### src/rtl/lsu_pkg.sv
// Shared encodings for the load/store unit: access sizes, FSM states and the alignment rule.
package lsu_pkg;

    localparam logic [1:0] SIZE_B = 2'b00;
    localparam logic [1:0] SIZE_H = 2'b01;
    localparam logic [1:0] SIZE_W = 2'b10;
    localparam logic [1:0] SIZE_R = 2'b11;

    typedef enum logic [1:0] {
        IDLE = 2'b00,
        RD   = 2'b01,
        WR   = 2'b10,
        RESP = 2'b11
    } lsu_state_e;

    // A half needs an even address, a word a multiple of four; bytes are always aligned.
    function automatic logic is_misaligned(input logic [1:0] size, input logic [1:0] lo);
        return ((size == SIZE_H) && lo[0]) || ((size == SIZE_W) && (lo != 2'b00));
    endfunction

endpackage

### src/rtl/load_store_unit_if.sv
// Request/response handshake plus data_memory port of the load/store unit.
// The master side issues requests and serves memory; the slave side is the unit itself.
interface load_store_unit_if #(
    parameter int unsigned ADDR_W = 32,
    parameter int unsigned DATA_W = 32,
    parameter int unsigned MEM_AW = 6
);
    logic              req_valid;
    logic              req_ready;
    logic              req_write;
    logic [1:0]        req_size;
    logic              req_unsigned;
    logic [ADDR_W-1:0] req_addr;
    logic [DATA_W-1:0] req_wdata;
    logic              resp_valid;
    logic [DATA_W-1:0] resp_rdata;
    logic              resp_err;
    logic [MEM_AW-1:0] mem_addr;
    logic [DATA_W-1:0] mem_wdata;
    logic [DATA_W-1:0] mem_rdata;
    logic              mem_read;
    logic              mem_write;

    modport master (
        output req_valid, req_write, req_size, req_unsigned, req_addr, req_wdata, mem_rdata,
        input  req_ready, resp_valid, resp_rdata, resp_err, mem_addr, mem_wdata, mem_read,
               mem_write
    );

    modport slave (
        input  req_valid, req_write, req_size, req_unsigned, req_addr, req_wdata, mem_rdata,
        output req_ready, resp_valid, resp_rdata, resp_err, mem_addr, mem_wdata, mem_read,
               mem_write
    );
endinterface

### src/rtl/lsu_lane_align.sv
// Combinational lane logic: extracts and extends sub-word loads, merges sub-word stores
// into the captured memory word (little-endian lanes, 32-bit words).
module lsu_lane_align
    import lsu_pkg::*;
#(
    parameter int unsigned DATA_W = 32
) (
    input  logic [DATA_W-1:0] i_word,
    input  logic [DATA_W-1:0] i_wdata,
    input  logic [1:0]        i_size,
    input  logic [1:0]        i_lane,
    input  logic              i_unsigned,
    output logic [DATA_W-1:0] o_load,
    output logic [DATA_W-1:0] o_merged
);

    logic [7:0]  w_byte;
    logic [15:0] w_half;
    logic        w_sign;

    always_comb begin
        w_byte = i_word[7:0];
        unique case (i_lane)
            2'd0: w_byte = i_word[7:0];
            2'd1: w_byte = i_word[15:8];
            2'd2: w_byte = i_word[23:16];
            2'd3: w_byte = i_word[31:24];
            default: w_byte = i_word[7:0];
        endcase
        w_half = i_lane[1] ? i_word[31:16] : i_word[15:0];
    end

    always_comb begin
        w_sign = 1'b0;
        o_load = i_word;
        case (i_size)
            SIZE_B: begin
                w_sign = ~i_unsigned & w_byte[7];
                o_load = {{24{w_sign}}, w_byte};
            end
            SIZE_H: begin
                w_sign = ~i_unsigned & w_half[15];
                o_load = {{16{w_sign}}, w_half};
            end
            default: o_load = i_word;
        endcase
    end

    // Only the addressed lane(s) come from the store data; the rest keep the read word.
    always_comb begin
        o_merged = i_word;
        case (i_size)
            SIZE_B: begin
                unique case (i_lane)
                    2'd0: o_merged[7:0]   = i_wdata[7:0];
                    2'd1: o_merged[15:8]  = i_wdata[7:0];
                    2'd2: o_merged[23:16] = i_wdata[7:0];
                    2'd3: o_merged[31:24] = i_wdata[7:0];
                    default: o_merged = i_word;
                endcase
            end
            SIZE_H: begin
                if (i_lane[1]) begin
                    o_merged[31:16] = i_wdata[15:0];
                end else begin
                    o_merged[15:0] = i_wdata[15:0];
                end
            end
            default: o_merged = i_wdata;
        endcase
    end

endmodule

### src/rtl/load_store_unit.sv
// Load/store unit: maps byte/half/word requests onto 32-bit data_memory accesses with
// read-modify-write for sub-word stores. Define MISALIGN_TRAP_EN to trap misaligned requests.
module load_store_unit
    import lsu_pkg::*;
#(
    parameter int unsigned ADDR_W = 32,
    parameter int unsigned DATA_W = 32,
    parameter int unsigned MEM_AW = 6
) (
    input logic               clk,
    input logic               reset,
    load_store_unit_if.slave  bus
);

    lsu_state_e        r_state;
    logic              r_write;
    logic [1:0]        r_size;
    logic              r_unsigned;
    logic [1:0]        r_lane;
    logic [DATA_W-1:0] r_wdata;

    logic              r_req_ready;
    logic              r_resp_valid;
    logic [DATA_W-1:0] r_resp_rdata;
    logic              r_resp_err;
    logic [MEM_AW-1:0] r_mem_addr;
    logic [DATA_W-1:0] r_mem_wdata;
    logic              r_mem_read;
    logic              r_mem_write;

    logic [1:0]        w_size;
    logic [1:0]        w_lane;
    logic              w_trap;
    logic [DATA_W-1:0] w_load;
    logic [DATA_W-1:0] w_merged;

    assign w_size = (bus.req_size == SIZE_R) ? SIZE_W : bus.req_size;

`ifdef MISALIGN_TRAP_EN
    assign w_trap = is_misaligned(w_size, bus.req_addr[1:0]);
`else
    assign w_trap = 1'b0;
`endif

    // Force-align: the low address bits below the access size never select a lane.
    always_comb begin
        case (w_size)
            SIZE_B:  w_lane = bus.req_addr[1:0];
            SIZE_H:  w_lane = {bus.req_addr[1], 1'b0};
            default: w_lane = 2'b00;
        endcase
    end

    lsu_lane_align #(
        .DATA_W (DATA_W)
    ) u_lane_align (
        .i_word     (bus.mem_rdata),
        .i_wdata    (r_wdata),
        .i_size     (r_size),
        .i_lane     (r_lane),
        .i_unsigned (r_unsigned),
        .o_load     (w_load),
        .o_merged   (w_merged)
    );

    always_ff @(posedge clk or posedge reset) begin
        if (reset) begin
            r_state      <= IDLE;
            r_write      <= 1'b0;
            r_size       <= SIZE_W;
            r_unsigned   <= 1'b0;
            r_lane       <= 2'b00;
            r_wdata      <= '0;
            r_req_ready  <= 1'b1;
            r_resp_valid <= 1'b0;
            r_resp_rdata <= '0;
            r_resp_err   <= 1'b0;
            r_mem_addr   <= '0;
            r_mem_wdata  <= '0;
            r_mem_read   <= 1'b0;
            r_mem_write  <= 1'b0;
        end else begin
            case (r_state)
                IDLE: begin
                    if (bus.req_valid) begin
                        r_write      <= bus.req_write;
                        r_size       <= w_size;
                        r_unsigned   <= bus.req_unsigned;
                        r_lane       <= w_lane;
                        r_wdata      <= bus.req_wdata;
                        r_mem_addr   <= bus.req_addr[MEM_AW+1:2];
                        r_req_ready  <= 1'b0;
                        r_resp_rdata <= '0;
                        if (w_trap) begin
                            r_resp_valid <= 1'b1;
                            r_resp_err   <= 1'b1;
                            r_state      <= RESP;
                        end else if (bus.req_write && (w_size == SIZE_W)) begin
                            r_mem_wdata <= bus.req_wdata;
                            r_mem_write <= 1'b1;
                            r_state     <= WR;
                        end else begin
                            r_mem_read <= 1'b1;
                            r_state    <= RD;
                        end
                    end
                end
                RD: begin
                    r_mem_read <= 1'b0;
                    if (r_write) begin
                        r_mem_wdata <= w_merged;
                        r_mem_write <= 1'b1;
                        r_state     <= WR;
                    end else begin
                        r_resp_rdata <= w_load;
                        r_resp_valid <= 1'b1;
                        r_state      <= RESP;
                    end
                end
                WR: begin
                    r_mem_write  <= 1'b0;
                    r_resp_valid <= 1'b1;
                    r_state      <= RESP;
                end
                RESP: begin
                    r_resp_valid <= 1'b0;
                    r_resp_err   <= 1'b0;
                    r_req_ready  <= 1'b1;
                    r_state      <= IDLE;
                end
                default: r_state <= IDLE;
            endcase
        end
    end

    assign bus.req_ready  = r_req_ready;
    assign bus.resp_valid = r_resp_valid;
    assign bus.resp_rdata = r_resp_rdata;
    assign bus.resp_err   = r_resp_err;
    assign bus.mem_addr   = r_mem_addr;
    assign bus.mem_wdata  = r_mem_wdata;
    assign bus.mem_read   = r_mem_read;
    assign bus.mem_write  = r_mem_write;

endmodule

### src/flat_wrapper.sv
// flat-port wrapper written by rule: the top's interface ports become plain ports
module load_store_unit_flat import lsu_pkg::*;
#(
    parameter int unsigned ADDR_W = 32,
    parameter int unsigned DATA_W = 32,
    parameter int unsigned MEM_AW = 6
)
  (clk, reset, bus_req_valid, bus_req_write, bus_req_size, bus_req_unsigned, bus_req_addr, bus_req_wdata, bus_mem_rdata, bus_req_ready, bus_resp_valid, bus_resp_rdata, bus_resp_err, bus_mem_addr, bus_mem_wdata, bus_mem_read, bus_mem_write);
  load_store_unit_if #(.ADDR_W(ADDR_W), .DATA_W(DATA_W), .MEM_AW(MEM_AW)) bus_i ();
  input logic clk;
  input logic reset;
  input wire logic [$bits(bus_i.req_valid)-1:0] bus_req_valid;
  input wire logic [$bits(bus_i.req_write)-1:0] bus_req_write;
  input wire logic [$bits(bus_i.req_size)-1:0] bus_req_size;
  input wire logic [$bits(bus_i.req_unsigned)-1:0] bus_req_unsigned;
  input wire logic [$bits(bus_i.req_addr)-1:0] bus_req_addr;
  input wire logic [$bits(bus_i.req_wdata)-1:0] bus_req_wdata;
  input wire logic [$bits(bus_i.mem_rdata)-1:0] bus_mem_rdata;
  output wire logic [$bits(bus_i.req_ready)-1:0] bus_req_ready;
  output wire logic [$bits(bus_i.resp_valid)-1:0] bus_resp_valid;
  output wire logic [$bits(bus_i.resp_rdata)-1:0] bus_resp_rdata;
  output wire logic [$bits(bus_i.resp_err)-1:0] bus_resp_err;
  output wire logic [$bits(bus_i.mem_addr)-1:0] bus_mem_addr;
  output wire logic [$bits(bus_i.mem_wdata)-1:0] bus_mem_wdata;
  output wire logic [$bits(bus_i.mem_read)-1:0] bus_mem_read;
  output wire logic [$bits(bus_i.mem_write)-1:0] bus_mem_write;
  assign bus_i.req_valid = bus_req_valid;
  assign bus_i.req_write = bus_req_write;
  assign bus_i.req_size = bus_req_size;
  assign bus_i.req_unsigned = bus_req_unsigned;
  assign bus_i.req_addr = bus_req_addr;
  assign bus_i.req_wdata = bus_req_wdata;
  assign bus_i.mem_rdata = bus_mem_rdata;
  assign bus_req_ready = bus_i.req_ready;
  assign bus_resp_valid = bus_i.resp_valid;
  assign bus_resp_rdata = bus_i.resp_rdata;
  assign bus_resp_err = bus_i.resp_err;
  assign bus_mem_addr = bus_i.mem_addr;
  assign bus_mem_wdata = bus_i.mem_wdata;
  assign bus_mem_read = bus_i.mem_read;
  assign bus_mem_write = bus_i.mem_write;
  load_store_unit #(.ADDR_W(ADDR_W), .DATA_W(DATA_W), .MEM_AW(MEM_AW)) u_core (.clk(clk), .reset(reset), .bus(bus_i));
endmodule
### config.mk
export PLATFORM = sky130hd
export DESIGN_NAME = load_store_unit_flat
export DESIGN_NICKNAME = d
export VERILOG_FILES = /design/src/rtl/lsu_pkg.sv /design/src/rtl/load_store_unit_if.sv /design/src/rtl/lsu_lane_align.sv /design/src/rtl/load_store_unit.sv /design/src/flat_wrapper.sv
export SDC_FILE = /design/constraint.sdc
export NUM_CORES = 1
export LEC_CHECK = 0
export ABC_AREA = 1
export ABC_CLOCK_PERIOD_IN_PS = 5600
export CAP_MARGIN = 0
export CORE_UTILIZATION = 50
export DETAILED_ROUTE_END_ITERATION = 10
export DONT_BUFFER_PORTS = 1
export MAX_ROUTING_LAYER = met4
export SYNTH_ARGS = -nofsm -noshare
export SYNTH_HDL_FRONTEND = slang
export SYNTH_HIERARCHICAL = 1
export SYNTH_SLANG_ARGS = --single-unit
export TNS_END_PERCENT = 30
### constraint.sdc
create_clock -name clk -period 5.6 [get_ports clk]
set_input_delay 0.28 -clock clk [delete_from_list [all_inputs] [get_ports clk]]
set_output_delay 0.28 -clock clk [all_outputs]
set_load 0.005 [all_outputs]
# After elaboration in Yosys (flattened, before gate mapping)
# Cells that the tools add are included.
# classes
eq_ne	15
n_mux	34
bitwise_logic	4
reduce_logical	15
# ops
op	count
case mux 32 bit (2 select lines)	4
two-way mux 32 bit	5
two-way mux 16 bit	3
two-way mux 8 bit	4
case mux 8 bit (4 select lines)	1
equality test 2 bit, second input constant	6
equality test 2 x 1 -> 1 bit, second input constant	4
logical NOT 2 bit	4
two-way mux 1 bit	8
case mux 2 bit (4 select lines)	1
AND reduction 4 bit	2
two-way mux 2 bit	3
inequality test 2 bit, second input constant	3
case mux 1 bit (3 select lines)	2
AND reduction 2 bit	3
AND reduction 3 bit	2
inequality test 2 x 1 -> 1 bit, second input constant	2
case mux 1 bit (2 select lines)	2
case mux 2 bit (2 select lines)	1
nonzero test 2 bit	2
nonzero test 3 bit	1
bitwise AND 1 bit	2
NOT 1 bit	2
logical AND 1 bit	1
# totals
ff_bits	114
input_bits	103
out_inout_bits	75
word_cells	81

# Logic depth before layout (Yosys ltp)
# depth
depth_word	7
mapped_depth	12
depth_no_buf	10

# Cells and area by module
# Netlist, hierarchy kept.
# modules_own_cells
module	n_inst	cells_each	area_per_inst_um2	seq_area_each_um2
load_store_unit	1	581	4840.9	2855.2
lsu_lane_align	1	336	1671.6	0.0

# Worst setup path after synthesis
# No wires, ideal clock.
# synth_path
path_kind	reg2reg
startpoint	reg u_core.r_size[1]
endpoint	reg u_core.r_mem_wdata[23] (netlist: u_core/bus.mem_wdata[23])
setup_time_ns	0.117
arrival_ns	1.477
required_time_ns	5.483
path_slack_ns	4.007
path_stages_with_launch	13
n_path_buf	3
period_less_slack_ns	1.593
cell_sequence	dfstp_2 buf_4 inv_2 nand2_1 buf_4 buf_6 a21oi_1 o21ai_0 nand3_1 nand2_1 o21ai_0 nand2_1 nand2_1
# synth_between
elab_chain_cells	4
word_cells_on_any_way	5
cone_classes	eq/ne (1); mux (3); reduce/logical (1)
# synth_rtl
element	line_no	source
start: declaration	load_store_unit.sv:17	logic [1:0] r_size;
start signal: assignment	load_store_unit.sv:87	r_size <= w_size;
equality test 2 x 1 -> 1 bit / logical NOT 2 bit (equally long branches)	--	
case mux 32 bit (2 select lines) *	lsu_lane_align.sv:52	case (i_size)
net u_core.w_merged[23]	load_store_unit.sv:35	logic [DATA_W-1:0] w_merged;
two-way mux 32 bit *	load_store_unit.sv:110	if (r_write) begin
case mux 32 bit (2 select lines) *	load_store_unit.sv:83	case (r_state)
end signal: assignment	load_store_unit.sv:99	r_mem_wdata <= bus.req_wdata;
end signal: assignment	load_store_unit.sv:111	r_mem_wdata <= w_merged;
end: declaration	load_store_unit.sv:27	logic [DATA_W-1:0] r_mem_wdata;
# Mark *: on every way through the listed nets, which the timed path passes. The rest lies on a longest branch. The select of a mux whose other input is x is not followed.
# A chain may end at the register's enable or synchronous reset.

# Worst setup path in the final report
# layout_path
startpoint	reg u_core.r_state[1]
endpoint	reg u_core.r_resp_rdata[16] (netlist: u_core/bus.resp_rdata[16])
# layout_between
elab_chain_cells	3
word_cells_on_any_way	7
cone_classes	eq/ne (3); mux (1); reduce/logical (3)
# layout_rtl
element	line_no	source
start: declaration	load_store_unit.sv:15	lsu_state_e r_state;
start signal: assignment	load_store_unit.sv:68	r_state <= IDLE;
start signal: assignment	load_store_unit.sv:97	r_state <= RESP;
start signal: assignment	load_store_unit.sv:101	r_state <= WR;
equality test 2 x 1 -> 1 bit / logical NOT 2 bit (equally long branches)	load_store_unit.sv:83	
inequality test 2 bit (no source line) / nonzero test 2 bit (equally long branches)	--	
AND reduction 3 bit (no source line)	--	
end signal: assignment	load_store_unit.sv:115	r_resp_rdata <= w_load;
end: declaration	load_store_unit.sv:24	logic [DATA_W-1:0] r_resp_rdata;
# Several ways; a longest one is shown, not always the timed one.

==> impl_metrics.csv <==
group,metric,value,unit
die,die_area,0.01349,sq mm
timing,setup-tns-final,0,ns
synth,ys_seq_area_share,43.84,%
timing,finalMaxSlewViolations,0,
detailed_routing,routed_wl,19470,um
critical_path,crit_type,"reg -> reg",
hold_path,min_path_type,"in -> reg",
critical_path,cp_data_required_time,5.90,ns
critical_path,r2r_cells,4,
synth,syn_inst,917,
timing,finalCritPeriodShare,55.79,%
clock_network,cts_max_level,4,
timing,hold_violations,0,
hold_path,min_from,"bus_req_write",
detailed_routing,first_pass_iters,5,
run_status,outcome,"complete, no violations",
clock_network,clock_latency,0.42,ns
timing,hold_slack,0.01520,ns
clock_network,clk_pin_slew,0.05,ns
place,port_buffers,0,
place,dp_hpwl,14070,um
synth,synth_seq_cells,114,
job,drv_cap,0,
detailed_routing,vias,5835,
detailed_routing,avgRoutedWirePerCell,18.01,um
clock_network,clk_path_buf_depth,2,
synth,syn_nets,1024,
global_routing,grt_pass1_vias,5565,
critical_path,r2r_setup_slack,2.48,ns
place,gp_congestion,0.9699,
critical_path,start_kind,"register",
die,core_area,0.01267,sq mm
critical_path,r2r-start,"u_core/r_state[1]",
clock_network,cts_tree,"yes",
detailed_routing,avgViaCountPerCell,5.398,
hold_path,min_to,"u_core/r_write",
synth,synthesis.area,0.006512,sq mm
timing,fin_crit,3.124,ns
synth,yosysWarnings,6,
synth,syn_area_per_cell,7.102,sq um
place,place_ws,2.496,ns
synth,yosys.cell_types.count,29,
power,p_leak,3.757,nW
clock_network,cts_sinks,114,
die,pin_count,178,
clock_network,cts_buffers,17,
global_routing,antenna_found_initial,0,
die,std_cell_rows,41,
die,die_w,116.1,um
timing,slew_headroom,18.62,%
timing,rsz0062_at_grt,"false",
detailed_routing,drc_errors,0,
timing,setup_viol,0,
timing,clock.fmax,0.3201,GHz
power,powerDensity,648.3,mW/mm^2
global_routing,grt_max_degree,79,
global_routing,grt_overflow,0,
global_routing,grt_pass1_wl,30070,um
global_routing,track_usage,31.34,%
die,initial_utilization,51.40,%
layout,area_growth,10.62,%
layout,n_antenna_cell,0,
critical_path,arrival,3.42,ns
clock_network,cts-root-buf,"clkbuf_16",
timing,fin_ws,2.476,ns
detailed_routing,first_iter_violations,473,
critical_path,crit_fanout,70,
die,die_h,116.1,um
hold_path,hold_depth,2,
layout,drive_gt1_share,7.481,%
detailed_routing,ant_nets,0,
layout,nNetsFinal,1005,
timing,worstMarginPinSlew,1.219,ns
power,ir_drop,0.0005285,V
critical_path,reg2reg_to,"u_core/bus.resp_rdata[16]",
timing,fin_skew,0.005053,ns
critical_path,critPathCaptureType,"register",
repair_timing:
item | 4_1_cts | 5_1_grt
hold buffers | 11 | 0
hold endpoints to repair | 64 | 0
setup buffers | 0 | 0
resized for setup | 0 | 0
flip-flops by register name, indices dropped and copies added (netlist names):
register / flops
u_core/bus.req_ready: 1
u_core/r_unsigned: 1
u_core/r_wdata: 32
u_core/bus.mem_read: 1
u_core/bus.mem_wdata: 32
u_core/bus.mem_write: 1
u_core/bus.mem_addr: 6
u_core/r_write: 1
u_core/bus.resp_valid: 1
u_core/r_size: 2
u_core/r_state: 2
u_core/r_lane: 2
u_core/bus.resp_rdata: 32
power by group:
group / switching (W) / internal (W) / total (W)
clock: 0.000376 / 0.000807 / 0.00118
sequential: 0.000374 / 0.00121 / 0.00158
combinational: 0.00131 / 0.000595 / 0.00191
total: 0.00206 / 0.00261 / 0.00467
per-layer routing:
layer	wire length (um)	track usage, %	vias up
met5	0	-	-
met4	352	10.17	0
met3	1417	6.902	17
met2	8924	47.38	240
met1	8778	41.81	2722
li1	-	-	2856
cell type report:
class / instances / area, sq um
Clock buffer: 21 / 460.4
Clock inverter: 9 / 180.2
Fill cell: 1266 / 5466
Inverter: 111 / 419.2
Multi-Input combinational cell: 641 / 2949
Sequential cell: 114 / 2855
Tap cell: 172 / 215.2
Timing Repair Buffer: 13 / 125.1
through the flow:
| stage | area, sq um | power, W | std cells | util, % |
|---|---|---|---|---|
| floorplan | 6513 | 0.003050 | 917 | - |
| global placement | 6454 | 0.003399 | 1040 | 50.93 |
| detailed placement | 6454 | 0.003463 | 1040 | 50.93 |
| CTS | 7204 | 0.004671 | 1081 | 56.86 |
| global route | 7204 | 0.005058 | 1081 | 56.86 |
| finish | 7204 | 0.004670 | 1081 | 56.86 |
cell usage after synthesis, drive strengths merged:
master / count / area (sq um)
dfrtp: 112 / 2803
nand4: 1 / 6.260
nor2: 25 / 108.9
nand2: 348 / 1319
clkinv: 1 / 3.750
nand3: 61 / 377.9
a22o: 1 / 8.760
ha: 4 / 50.05
inv: 110 / 412.9
buf: 38 / 245.2
a21oi: 43 / 237.7
o21bai: 1 / 7.510
dfstp: 2 / 52.55
clkbuf: 13 / 48.80
o21ai: 142 / 721.9
o211ai: 14 / 105.1
conb: 1 / 3.750
critical path, stage by stage, from the launching register on:
cell and delay, ns:
dfrtp_1 0.40, inv_1 0.11, ha_2 0.91, nand3_1 1.03, o21ai_0 0.52
cell usage in the layout (no fill, tap or decap), types with 3 or more instances in the layout:
cell type        n
dlygate4sd3_1   11
inv_2            7
o21ai_1         13
clkbuf_16       17
ha_1             3
a21oi_1         37
nand3_2         12
nand3_1         48
inv_1          102
bufinv_16        5
o211ai_1        14
dfrtp_1        112
nor2_2           3
nand2_1        345
nor2_1          21
o21ai_0        128
a21oi_2          6
kinds of logic after synthesis:
logic type / share of synthesized area [%]
other: 0.05758
DFF: 43.84
AOI/OAI and AO/OA: 16.60
adders and majority gates: 0.7685
buffers and inverters: 10.91
and+or+nand+nor: 27.82
how the worst max path moves through the flow:
stage | start | endpoint | depth (start not counted)
floorplan | reset | u_core/bus.mem_addr[0] | 1
global placement | u_core/r_size[1] | u_core/bus.mem_wdata[2] | 9
CTS | u_core/r_state[1] | u_core/bus.resp_rdata[15] | 4
global route | u_core/r_state[1] | u_core/bus.resp_rdata[7] | 4
finish | u_core/r_state[1] | u_core/bus.resp_rdata[16] | 4
detailed placement | u_core/r_state[1] | u_core/bus.resp_rdata[7] | 4
No activity file was read; power rests on OpenSTA's default activity.
